$ cat config.mk
export PLATFORM = sky130hd
export DESIGN_NAME = rca_multiword_sequencer
export DESIGN_NICKNAME = d
export VERILOG_FILES = /design/src/rtl/rca_seq_pkg.sv /design/src/rtl/ripple_carry_adder_n_bit.sv /design/src/rtl/rca_multiword_sequencer.sv
export SDC_FILE = /design/constraint.sdc
export NUM_CORES = 1
export LEC_CHECK = 0
export CORE_UTILIZATION = 49
export DETAILED_ROUTE_END_ITERATION = 6
export PLACE_DENSITY = 0.83
export SLEW_MARGIN = 20
export SYNTH_ARGS = -nofsm -noshare
export SYNTH_HDL_FRONTEND = slang
export SYNTH_SLANG_ARGS = --single-unit
$ cat constraint.sdc
create_clock -name clk -period 3.5 [get_ports clk]
set_clock_uncertainty 0.15 [all_clocks]
set_input_delay 1.05 -clock clk [delete_from_list [all_inputs] [get_ports clk]]
set_output_delay 1.05 -clock clk [all_outputs]
set_load 0.05 [all_outputs]
$ cat src/rtl/rca_seq_pkg.sv
// Shared definitions for the multi-word ripple-carry sequencer.
// The FSM state encoding is kept here so that the top and any future users agree on it.
package rca_seq_pkg;

  localparam logic [1:0] ST_IDLE = 2'd0;
  localparam logic [1:0] ST_RUN  = 2'd1;
  localparam logic [1:0] ST_DONE = 2'd2;

  typedef enum logic [1:0] {
    S_IDLE = ST_IDLE,
    S_RUN  = ST_RUN,
    S_DONE = ST_DONE
  } state_t;

endpackage

$ cat src/rtl/ripple_carry_adder_n_bit.sv
// Purely combinational WIDTH-bit ripple-carry adder built from a chain of full adders.
module ripple_carry_adder_n_bit #(
  parameter int WIDTH = 4
) (
  input  logic [WIDTH-1:0] a,
  input  logic [WIDTH-1:0] b,
  input  logic             cin,
  output logic [WIDTH-1:0] sum,
  output logic             cout
);

  logic [WIDTH:0] carry;

  assign carry[0] = cin;

  for (genvar i = 0; i < WIDTH; i++) begin : g_fa
    assign sum[i]       = a[i] ^ b[i] ^ carry[i];
    assign carry[i+1]   = (a[i] & b[i]) | (carry[i] & (a[i] ^ b[i]));
  end

  assign cout = carry[WIDTH];

endmodule

$ cat src/rtl/rca_multiword_sequencer.sv
// Multi-precision adder: one shared WIDTH-bit adder walks N_WORDS words LSW first,
// chaining the carry through carry_reg, with valid/ready handshakes on both sides.
module rca_multiword_sequencer
  import rca_seq_pkg::*;
#(
  parameter int WIDTH   = 4,
  parameter int N_WORDS = 4
) (
  input  logic                       clk,
  input  logic                       rst,
  input  logic                       start_valid,
  output logic                       start_ready,
  input  logic [WIDTH*N_WORDS-1:0]   a,
  input  logic [WIDTH*N_WORDS-1:0]   b,
  input  logic                       cin,
  output logic [WIDTH*N_WORDS-1:0]   sum,
  output logic                       cout,
  output logic                       res_valid,
  input  logic                       res_ready,
  output logic                       busy
);

  localparam int TW    = WIDTH * N_WORDS;
  localparam int IDX_W = (N_WORDS > 1) ? $clog2(N_WORDS) : 1;
  localparam logic [IDX_W-1:0] LAST_IDX = IDX_W'(N_WORDS - 1);

  state_t           state;
  logic [IDX_W-1:0] idx;
  logic [TW-1:0]    a_reg;
  logic [TW-1:0]    b_reg;
  logic             carry_reg;

  logic [WIDTH-1:0] word_a;
  logic [WIDTH-1:0] word_b;
  logic [WIDTH-1:0] word_sum;
  logic             word_cout;
  logic             accept;

  // start_ready must drop during reset itself, so it is derived from state and rst.
  assign start_ready = (state == S_IDLE) && !rst;
  assign busy        = (state != S_IDLE);
  assign accept      = start_valid && start_ready;

  assign word_a = a_reg[WIDTH*idx +: WIDTH];
  assign word_b = b_reg[WIDTH*idx +: WIDTH];

  ripple_carry_adder_n_bit #(.WIDTH(WIDTH)) u_adder (
    .a    (word_a),
    .b    (word_b),
    .cin  (carry_reg),
    .sum  (word_sum),
    .cout (word_cout)
  );

  // Operand capture: only loaded on an accepted start, so later input changes are ignored.
  always_ff @(posedge clk) begin
    if (accept) begin
      a_reg <= a;
      b_reg <= b;
    end
  end

  always_ff @(posedge clk) begin
    if (rst) begin
      state     <= S_IDLE;
      idx       <= '0;
      carry_reg <= 1'b0;
      sum       <= '0;
      cout      <= 1'b0;
      res_valid <= 1'b0;
    end else begin
      case (state)
        S_IDLE: begin
          if (start_valid) begin
            carry_reg <= cin;
            idx       <= '0;
            state     <= S_RUN;
          end
        end
        S_RUN: begin
          sum[WIDTH*idx +: WIDTH] <= word_sum;
          carry_reg               <= word_cout;
          idx                     <= idx + 1'b1;
          if (idx == LAST_IDX) begin
            cout      <= word_cout;
            res_valid <= 1'b1;
            state     <= S_DONE;
          end
        end
        S_DONE: begin
          if (res_ready) begin
            res_valid <= 1'b0;
            state     <= S_IDLE;
          end
        end
        default: state <= S_IDLE;
      endcase
    end
  end

endmodule

# Word level (Yosys, flattened, before mapping)
# Index checks and enable logic that the tools add are counted.
[totals] regBits=55 inputBits=37 output_inout_bits=20 elab_cells=63
[op_classes] n_addsub=2 eq_ne=6 shift=4 mux=12 n_bitwise=20 reduce_logical=11
[ops] cell="4-bit negation with 34-bit output" count=1
[ops] cell="4-bit by 34-bit variable shift with 16-bit output (first input constant)" count=1
[ops] cell="4-bit by 34-bit variable part select with 16-bit output" count=1
[ops] cell="16-bit by 5-bit variable part select with 4-bit output" count=2
[ops] cell="16-bit bitwise mux" count=1
[ops] cell="1-bit bitwise AND" count=8
[ops] cell="2-bit two-way mux" count=4
[ops] cell="1-bit bitwise XOR" count=8
[ops] cell="2-bit inequality test (second input constant)" count=3
[ops] cell="2-bit case mux with 3 select lines" count=1
[ops] cell="3-bit AND reduction" count=2
[ops] cell="2-bit nonzero test" count=3
[ops] cell="2-bit == test (second input constant)" count=2
[ops] cell="1-bit bitwise OR" count=4
[ops] cell="1-bit case mux with 2 select lines" count=2
[ops] cell="2-bit case mux with 2 select lines" count=1
[ops] cell="2-bit AND reduction" count=2
[ops] cell="1-bit two-way mux" count=3
[ops] cell="2-bit by 1-bit adder with 2-bit output (second input constant)" count=1
[ops] cell="2-bit by 1-bit == test with 1-bit output (second input constant)" count=1
[ops] cell="1-bit logical AND" count=2
[ops] cell="2-bit logical NOT" count=1
[ops] cell="1-bit logical NOT" count=1

# Logic depth before layout (Yosys ltp)
# Gate-level depths: netlist of run 1.
[logic_depth] ltp_word=11 ltp_mapped=10 ltp_nobuf=9

# Cells and area by module
# From an unflattened synthesis of run 1, not the netlist that was laid out.
[hier_totals] cells_unflattened=177 hier_area_um2=2399.8
[modules_own_cells] mod="rca_multiword_sequencer" instances=1 cells_each=163 area_each_um2=2282.2 seq_area_each_um2=1421.4
[modules_own_cells] mod="ripple_carry_adder_n_bit" instances=1 cells_each=14 area_each_um2=117.6 seq_area_each_um2=0.0

# Worst setup path before layout of run 1
# No wires, ideal clock.
[synth_timing] kind="input -> register" from="input rst" to="register a_reg[0] (enable)" setup_time_ns=0.392 arrival_time_ns=2.652 required_time_ns=2.958 path_slack_ns=0.306 stages=2 path_buffers=0 path_cell_list="nor2_1 > and2_1"
[synth_between] elab_chain_cells=3
[synth_lines] element="from (decl)" line="rca_multiword_sequencer.sv:10" rtl="input logic rst,"
[synth_lines] element="1-bit logical NOT" line="rca_multiword_sequencer.sv:40" rtl="assign start_ready = (state == S_IDLE) && !rst;"
[synth_lines] element="1-bit logical AND" line="rca_multiword_sequencer.sv:40"
[synth_lines] element="1-bit logical AND" line="rca_multiword_sequencer.sv:42" rtl="assign accept = start_valid && start_ready;"
[synth_lines] element="net accept" line="rca_multiword_sequencer.sv:37" rtl="logic accept;"
[synth_lines] element="to (signal assigned)" line="rca_multiword_sequencer.sv:58" rtl="a_reg <= a;"
[synth_lines] element="to (decl)" line="rca_multiword_sequencer.sv:29" rtl="logic [TW-1:0] a_reg;"
# The timed path passes the listed nets, and every way through them passes these cells.
# A chain may end at the register's enable or synchronous reset.

# Worst setup path after layout of run 1
[layout_timing] from="input rst" to="output start_ready"
[layout_between] elab_chain_cells=2
[layout_lines] element="1-bit logical NOT" line="rca_multiword_sequencer.sv:40"
[layout_lines] element="1-bit logical AND" line="rca_multiword_sequencer.sv:40"
[layout_lines] element="to (decl)" line="rca_multiword_sequencer.sv:12" rtl="output logic start_ready,"
# No other way between the ends.

==> flow_summary_export.csv, run 1 <==
group,metric,value,unit
clocking,cts_tree,"built",
synthesis,synth.mux.area_fraction,0.08230,
synthesis,synth.cell_area,2326,sq um
sta,slew_viols_final,0,
drt,detail_route.first_pass.iterations,7,
place,gp_congestion,0.8017,
drt,wire_per_inst,14.89,um
outcome,run_status,"finished clean",
synthesis,ys.warnings.count,0,
sta,rsz0062_at_grt,"no",
sta,max_clock_freq,321.4,MHz
synthesis,synth_most_common_cell,"edfxtp_1",
sta,fin_crit,3.111,ns
global_route,first_global_vias,1655,
global_route,overflow,0,
sta,slew_headroom,0.4029,
clocking,numCtsBuffers,5,
floorplan,rows,24,
clocking,clk_pin_slew_worst_paths,0.09,ns
global_route,global_route_wire_length_before_repair,7148,um
synthesis,synth.top_cells.by_count,"edfxtp_1 (32), dfxtp_1 (23), nand2_1 (19), a21oi_1 (18), inv_1 (8)",
global_route,grt_start_max_net_pins,33,
synthesis,synth_compound_area_frac,0.06186,
clocking,max-clock-path-buffers,2,
synthesis,syn_area_per_cell,13.68,sq um
floorplan,floorplan.initialDensity,0.5234,
sta,worst_pin_slew,0.8939,ns
worst_hold_path,holdCritPathClass,"flop to flop",
synthesis,dominant_combinational_cell_family_by_area_after_synthesis,"simple AND/OR/NAND/NOR gates",
synthesis,netlist-cell-type-count,36,
drt,avgViaCountPerCell,5.496,
drt,vias,1561,
pwr,pwr_dens,405.4,nW/um^2
synthesis,synth-edff-count,32,
pwr,power.ir.vdd_worst,0.2458,mV
critical_path,worst-endpoint-arrival,1.91,ns
sta,setup_viol,0,
layout,diodes_inserted,0,
clocking,cts_setup_buffers,0,
synthesis,synthesis.instances,170,
drt,post-route-drc-count,0,
clocking,cts-hold-fix-buffers,0,
synthesis,ys.flop_type,"edfxtp_1",
synthesis,postSynth.asyncResetShare,0,
flow_run,drv.max_cap_violation_count,0,
critical_path,critical_path_peak_fanout,2,
pwr,power_leakage,1.057,nW
clocking,clockRootBuffer,"clkbuf_8",
layout,final_layout_size_suffix_gt1_frac,0.09483,
clocking,ctsResizeCount,0,
synthesis,synth_top_cell_by_area,"edfxtp_1",
floorplan,core_area,4444,sq um
drt,routed_wirelength,4228,um
sta,report.final.hold_viol_count,0,
global_route,global_route.usage.total,0.1856,
synthesis,netlist_top_cells_area,"edfxtp_1 (41%), dfxtp_1 (20%), mux4_2 (4.8%), a21oi_1 (3.9%), fa_1 (3.4%)",
sta,tns,0,ns
synthesis,synth_seq_area_share,0.6111,
sta,post-route-period-util,0.8889,
synthesis,synthesized_area_fraction_occupied_by_xor_and_xnor_cells,0,
drt,route.antenna.remaining_nets,0,
synthesis,synth_area_in_simple_gates,0.1458,
place,detailed_place_hpwl,3239,um
place,port-buffer-count,56,
drt,first_iter_violations,80,
floorplan,ios,57,
clocking,cts_max_level,2,
floorplan,die_w,70.90,um
place,dp.cells,276,
clocking,clk-insertion-delay-late,0.29,ns
synthesis,synth_seq_cells,55,
layout,stdcell_count,284,
critical_path,worst-endpoint-required,2.30,ns
critical_path,timing_worst_setup_path_type,"input port to primary output",
layout,fin_nets,278,
layout,area.growth.synth_to_final,30.77,%
critical_path,crit_path_end_kind,"primary output",
clocking,clock_sinks,55,
synthesis,synth_largest_type_area_fraction,0.4131,
synthesis,synth_adder_area_share,0.06670,
floorplan,fp.dieArea,5026,sq um
global_route,initial_antenna_violation_count,0,
floorplan,chipHeight,70.90,um
synthesis,syn_nets,217,
critical_path,cp-start-kind,"input port",
==> worst paths after layout <==
| path | start | endpoint | slack (ns) | depth (start not counted) |
|---|---|---|---|---|
| setup reg to reg | idx[0]$_SDFFE_PP0P_ | sum[7]$_SDFFE_PP0P_ | 0.53 | 9 |
| hold / removal | sum[9]$_SDFFE_PP0P_ | sum[9]$_SDFFE_PP0P_ | 0.30 | 2 |
| hold reg to reg | sum[9]$_SDFFE_PP0P_ | sum[9]$_SDFFE_PP0P_ | 0.30 | 2 |
| setup / recovery | rst | start_ready | 0.39 | 3 |
==> kinds of logic (layout without fill, tap and decap cells) <==
logic type	Yosys count	in the layout
AND/OR/NAND/NOR	56	56
AO/OA/AOI/OAI	25	25
flip-flops	55	55
adder cells (fa/ha/maj)	10	10
multiplexers	8	8
buffers and inverters	16	78
==> layout by cell type (no fill, tap or decap), types with 2 or more instances in the layout <==
cell             instances
inv_1                    8
clkdlybuf4s50_1         55
buf_4                    6
clkbuf_1                 3
clkbuf_8                 5
nor3b_1                  3
nand4_1                  6
fa_1                     4
dfxtp_1                 23
nor2_1                   4
nor2b_1                  3
nand2_1                 19
or3_1                    2
ha_1                     6
mux4_1                   3
a32oi_1                  2
a21oi_1                 18
nand3b_1                 5
edfxtp_1                32
mux4_2                   5
or4_1                    4
==> metrics by stage <==
| step | hold slack, ns | power (W) | util | setup WS [ns] | instance area (sq um) |
|---|---|---|---|---|---|
| finish | 0.3030 | 0.001233 | 0.6844 | 0.3890 | 3042 |
| global route | 0.3206 | 0.001284 | 0.6844 | 0.3542 | 3042 |
| CTS | 0.3064 | 0.001247 | 0.6844 | 0.3824 | 3042 |
| detailed placement | 0.2947 | 0.0009266 | 0.6664 | 0.3847 | 2962 |
| global placement | 0.2885 | 0.0009189 | 0.6664 | 0.4406 | 2962 |
| floorplan | 0.3358 | 0.0008389 | - | 0.3062 | 2326 |
==> report_power, final <==
group / internal (W) / leakage, nW / switching, W
clock network: 0.000143 / 0.0395 / 0.000180
registers: 0.000708 / 0.483 / 0.00000745
logic: 0.0000954 / 0.535 / 0.000101
==> cell type report <==
cell class	instances	area [sq um]
Tap cell	52	65.06
Fill cell	341	1403
Timing Repair Buffer	62	615.6
Sequential cell	55	1421
Multi-Input combinational cell	99	829.5
Inverter	8	30.03
Clock buffer	8	80.08
==> worst max-delay path, stage by stage <==
cell,delay [ns]
clkdlybuf4s50_1,0.42
nor2_1,0.26
buf_12,0.18
==> routing by layer <==
| metal | wire (um) | vias to the layer above | global-route usage |
|---|---|---|---|
| met5 | 0 | - | 0 |
| met4 | 40 | 0 | 0.06667 |
| met3 | 222 | 4 | 0.05128 |
| met2 | 2279 | 63 | 0.3419 |
| met1 | 1686 | 743 | 0.2046 |
| li1 | - | 751 | - |
(Power assumes the default switching activity.)
==> inputs of run 2 (changes only) <==
Settings changed: CORE_UTILIZATION 49 to 52, PLACE_DENSITY 0.83 to 0.88.
Clock period 3.5 ns to 3.59 ns, I/O delays scaled along.
==> flow_summary_export.csv, run 2 (synthesized netlist as in run 1, its figures left out) <==
group,metric,value,unit
outcome,run_status,"finished clean",
layout,final_layout_size_suffix_gt1_frac,0.1030,
sta,rsz0062_at_grt,"no",
clocking,clk_pin_slew_worst_paths,0.08,ns
drt,avgViaCountPerCell,5.544,
critical_path,cp-start-kind,"input port",
pwr,pwr_dens,396.3,nW/um^2
floorplan,rows,23,
layout,diodes_inserted,0,
drt,first_iter_violations,72,
critical_path,critical_path_peak_fanout,2,
critical_path,rr_worst_depth,9,
global_route,grt_start_max_net_pins,24,
clocking,cts-hold-fix-buffers,0,
critical_path,crit-reg2reg-launch,"idx[0]$_SDFFE_PP0P_",
critical_path,crit_path_end_kind,"primary output",
global_route,first_global_vias,1523,
clocking,cts_setup_buffers,0,
critical_path,cp_top_family,"buffers and inverters",
critical_path,critical-path-slowest-cell,"clkdlybuf4s50_1",
sta,worst_pin_slew,0.9173,ns
floorplan,ios,57,
place,port-buffer-count,56,
sta,setup_viol,0,
critical_path,timing.critical_path.depth,3,
sta,slew_headroom,0.3872,
drt,route.antenna.remaining_nets,0,
sta,tns,0,ns
critical_path,origin_of_the_worst_setup_path,"rst",
clocking,clock_sinks,55,
sta,max_clock_freq,308.9,MHz
sta,slew_viols_final,0,
sta,report.final.hold_viol_count,0,
place,gp_congestion,0.7980,
global_route,initial_antenna_violation_count,0,
worst_hold_path,holdCritStartpoint,"sum[8]$_SDFFE_PP0P_",
clocking,cts_tree,"built",
clocking,ctsResizeCount,0,
floorplan,die_w,68.88,um
floorplan,chipHeight,68.88,um
pwr,power.ir.vdd_worst,0.3631,mV
global_route,global_route_wire_length_before_repair,6782,um
layout,fin_nets,279,
layout,finish.utilization,0.7355,
drt,post-route-drc-count,0,
drt,vias,1569,
critical_path,timing_worst_setup_path_type,"input port to primary output",
sta,fin_crit,3.238,ns
critical_path,worst-endpoint-required,2.36,ns
clocking,max-clock-path-buffers,2,
floorplan,floorplan.initialDensity,0.5613,
critical_path,slowest_delay,0.44,ns
worst_hold_path,holdCritPathClass,"flop to flop",
drt,wire_per_inst,15.30,um
floorplan,fp.dieArea,4744,sq um
critical_path,worst-endpoint-arrival,2.01,ns
drt,detail_route.first_pass.iterations,4,
place,detailed_place_hpwl,3311,um
clocking,cts_max_level,2,
global_route,overflow,0,
clocking,numCtsBuffers,5,
pwr,power_leakage,1.065,nW
critical_path,setup.reg_to_reg.worst_slack,0.59,ns
clocking,clockRootBuffer,"clkbuf_8",
critical_path,worst_setup_path_endpoint,"start_ready",
global_route,global_route.usage.total,0.2094,
critical_path,cp_cell_sequence,"clkdlybuf4s50_1 > nor2_1 > buf_12",
critical_path,critical_path.n_buffers_inverters,2,
sta,post-route-period-util,0.9019,
floorplan,core_area,4144,sq um
clocking,clk-insertion-delay-late,0.30,ns
flow_run,drv.max_cap_violation_count,0,
layout,mostFrequentLayoutCells,"clkdlybuf4s50_1 (55), edfxtp_1 (32), dfxtp_1 (23)",
critical_path,r2r-end,"sum[3]$_SDFFE_PP0P_",
layout,area.growth.synth_to_final,31.04,%
layout,mostFrequentLayoutCell,"clkdlybuf4s50_1",
drt,routed_wirelength,4330,um
run 2: final cells by class:
type / count / area (sq um)
clock buffers: 7 / 76.32
clock inverters: 1 / 5.005
fillers: 289 / 1096
inverters: 8 / 30.03
multi-input cells: 99 / 829.5
flip-flops and latches: 55 / 1421
well taps: 50 / 62.56
repair buffers: 63 / 623.1
run 2: layer usage:
layer | GRT usage | vias up | share of wire
met5 | 0 | - | 0
met4 | 0.1224 | 0 | 0.027
met3 | 0.06414 | 12 | 0.067
met2 | 0.3592 | 70 | 0.51
met1 | 0.2267 | 732 | 0.39
li1 | - | 755 | -
run 2: how the worst min path moves through the flow:
stage / depth (start not counted) / endpoint / slack (ns)
global route: 2 / sum[11]$_SDFFE_PP0P_ / 0.32
global placement: 2 / sum[8]$_SDFFE_PP0P_ / 0.29
finish: 2 / sum[8]$_SDFFE_PP0P_ / 0.31
detailed placement: 2 / sum[11]$_SDFFE_PP0P_ / 0.30
floorplan: 2 / carry_reg$_SDFFE_PP0P_ / 0.34
CTS: 2 / sum[11]$_SDFFE_PP0P_ / 0.31
run 2: per-stage QoR:
| step | power, W | area, sq um | worst slack [ns] | hold slack [ns] | cells |
|---|---|---|---|---|---|
| 3_3_place_gp | 0.0008957 | 2967 | 0.3565 | 0.2889 | 275 |
| 5_1_grt | 0.001255 | 3048 | 0.3340 | 0.3177 | 283 |
| 2_1_floorplan | 0.0008178 | 2326 | 0.3692 | 0.3358 | 170 |
| 3_5_place_dp | 0.0009018 | 2967 | 0.3757 | 0.2958 | 275 |
| 4_1_cts | 0.001216 | 3048 | 0.3614 | 0.3077 | 283 |
| 6_report | 0.001208 | 3048 | 0.3522 | 0.3080 | 283 |
run 2: worst register-to-register path: stages, from the launching register on:
cell,delay (ns)
dfxtp_1,0.42
mux4_1,0.58
inv_1,0.09
fa_1,0.21
fa_1,0.18
inv_1,0.05
fa_1,0.38
fa_1,0.59
nand4_1,0.12
a21oi_1,0.18
run 2: power breakdown:
part	total [W]	leakage, nW	switching, W	internal (W)
Combinational	0.000190	0.540	0.0000967	0.0000932
Sequential	0.000697	0.483	0.00000723	0.000690
Clock	0.000321	0.0422	0.000184	0.000137
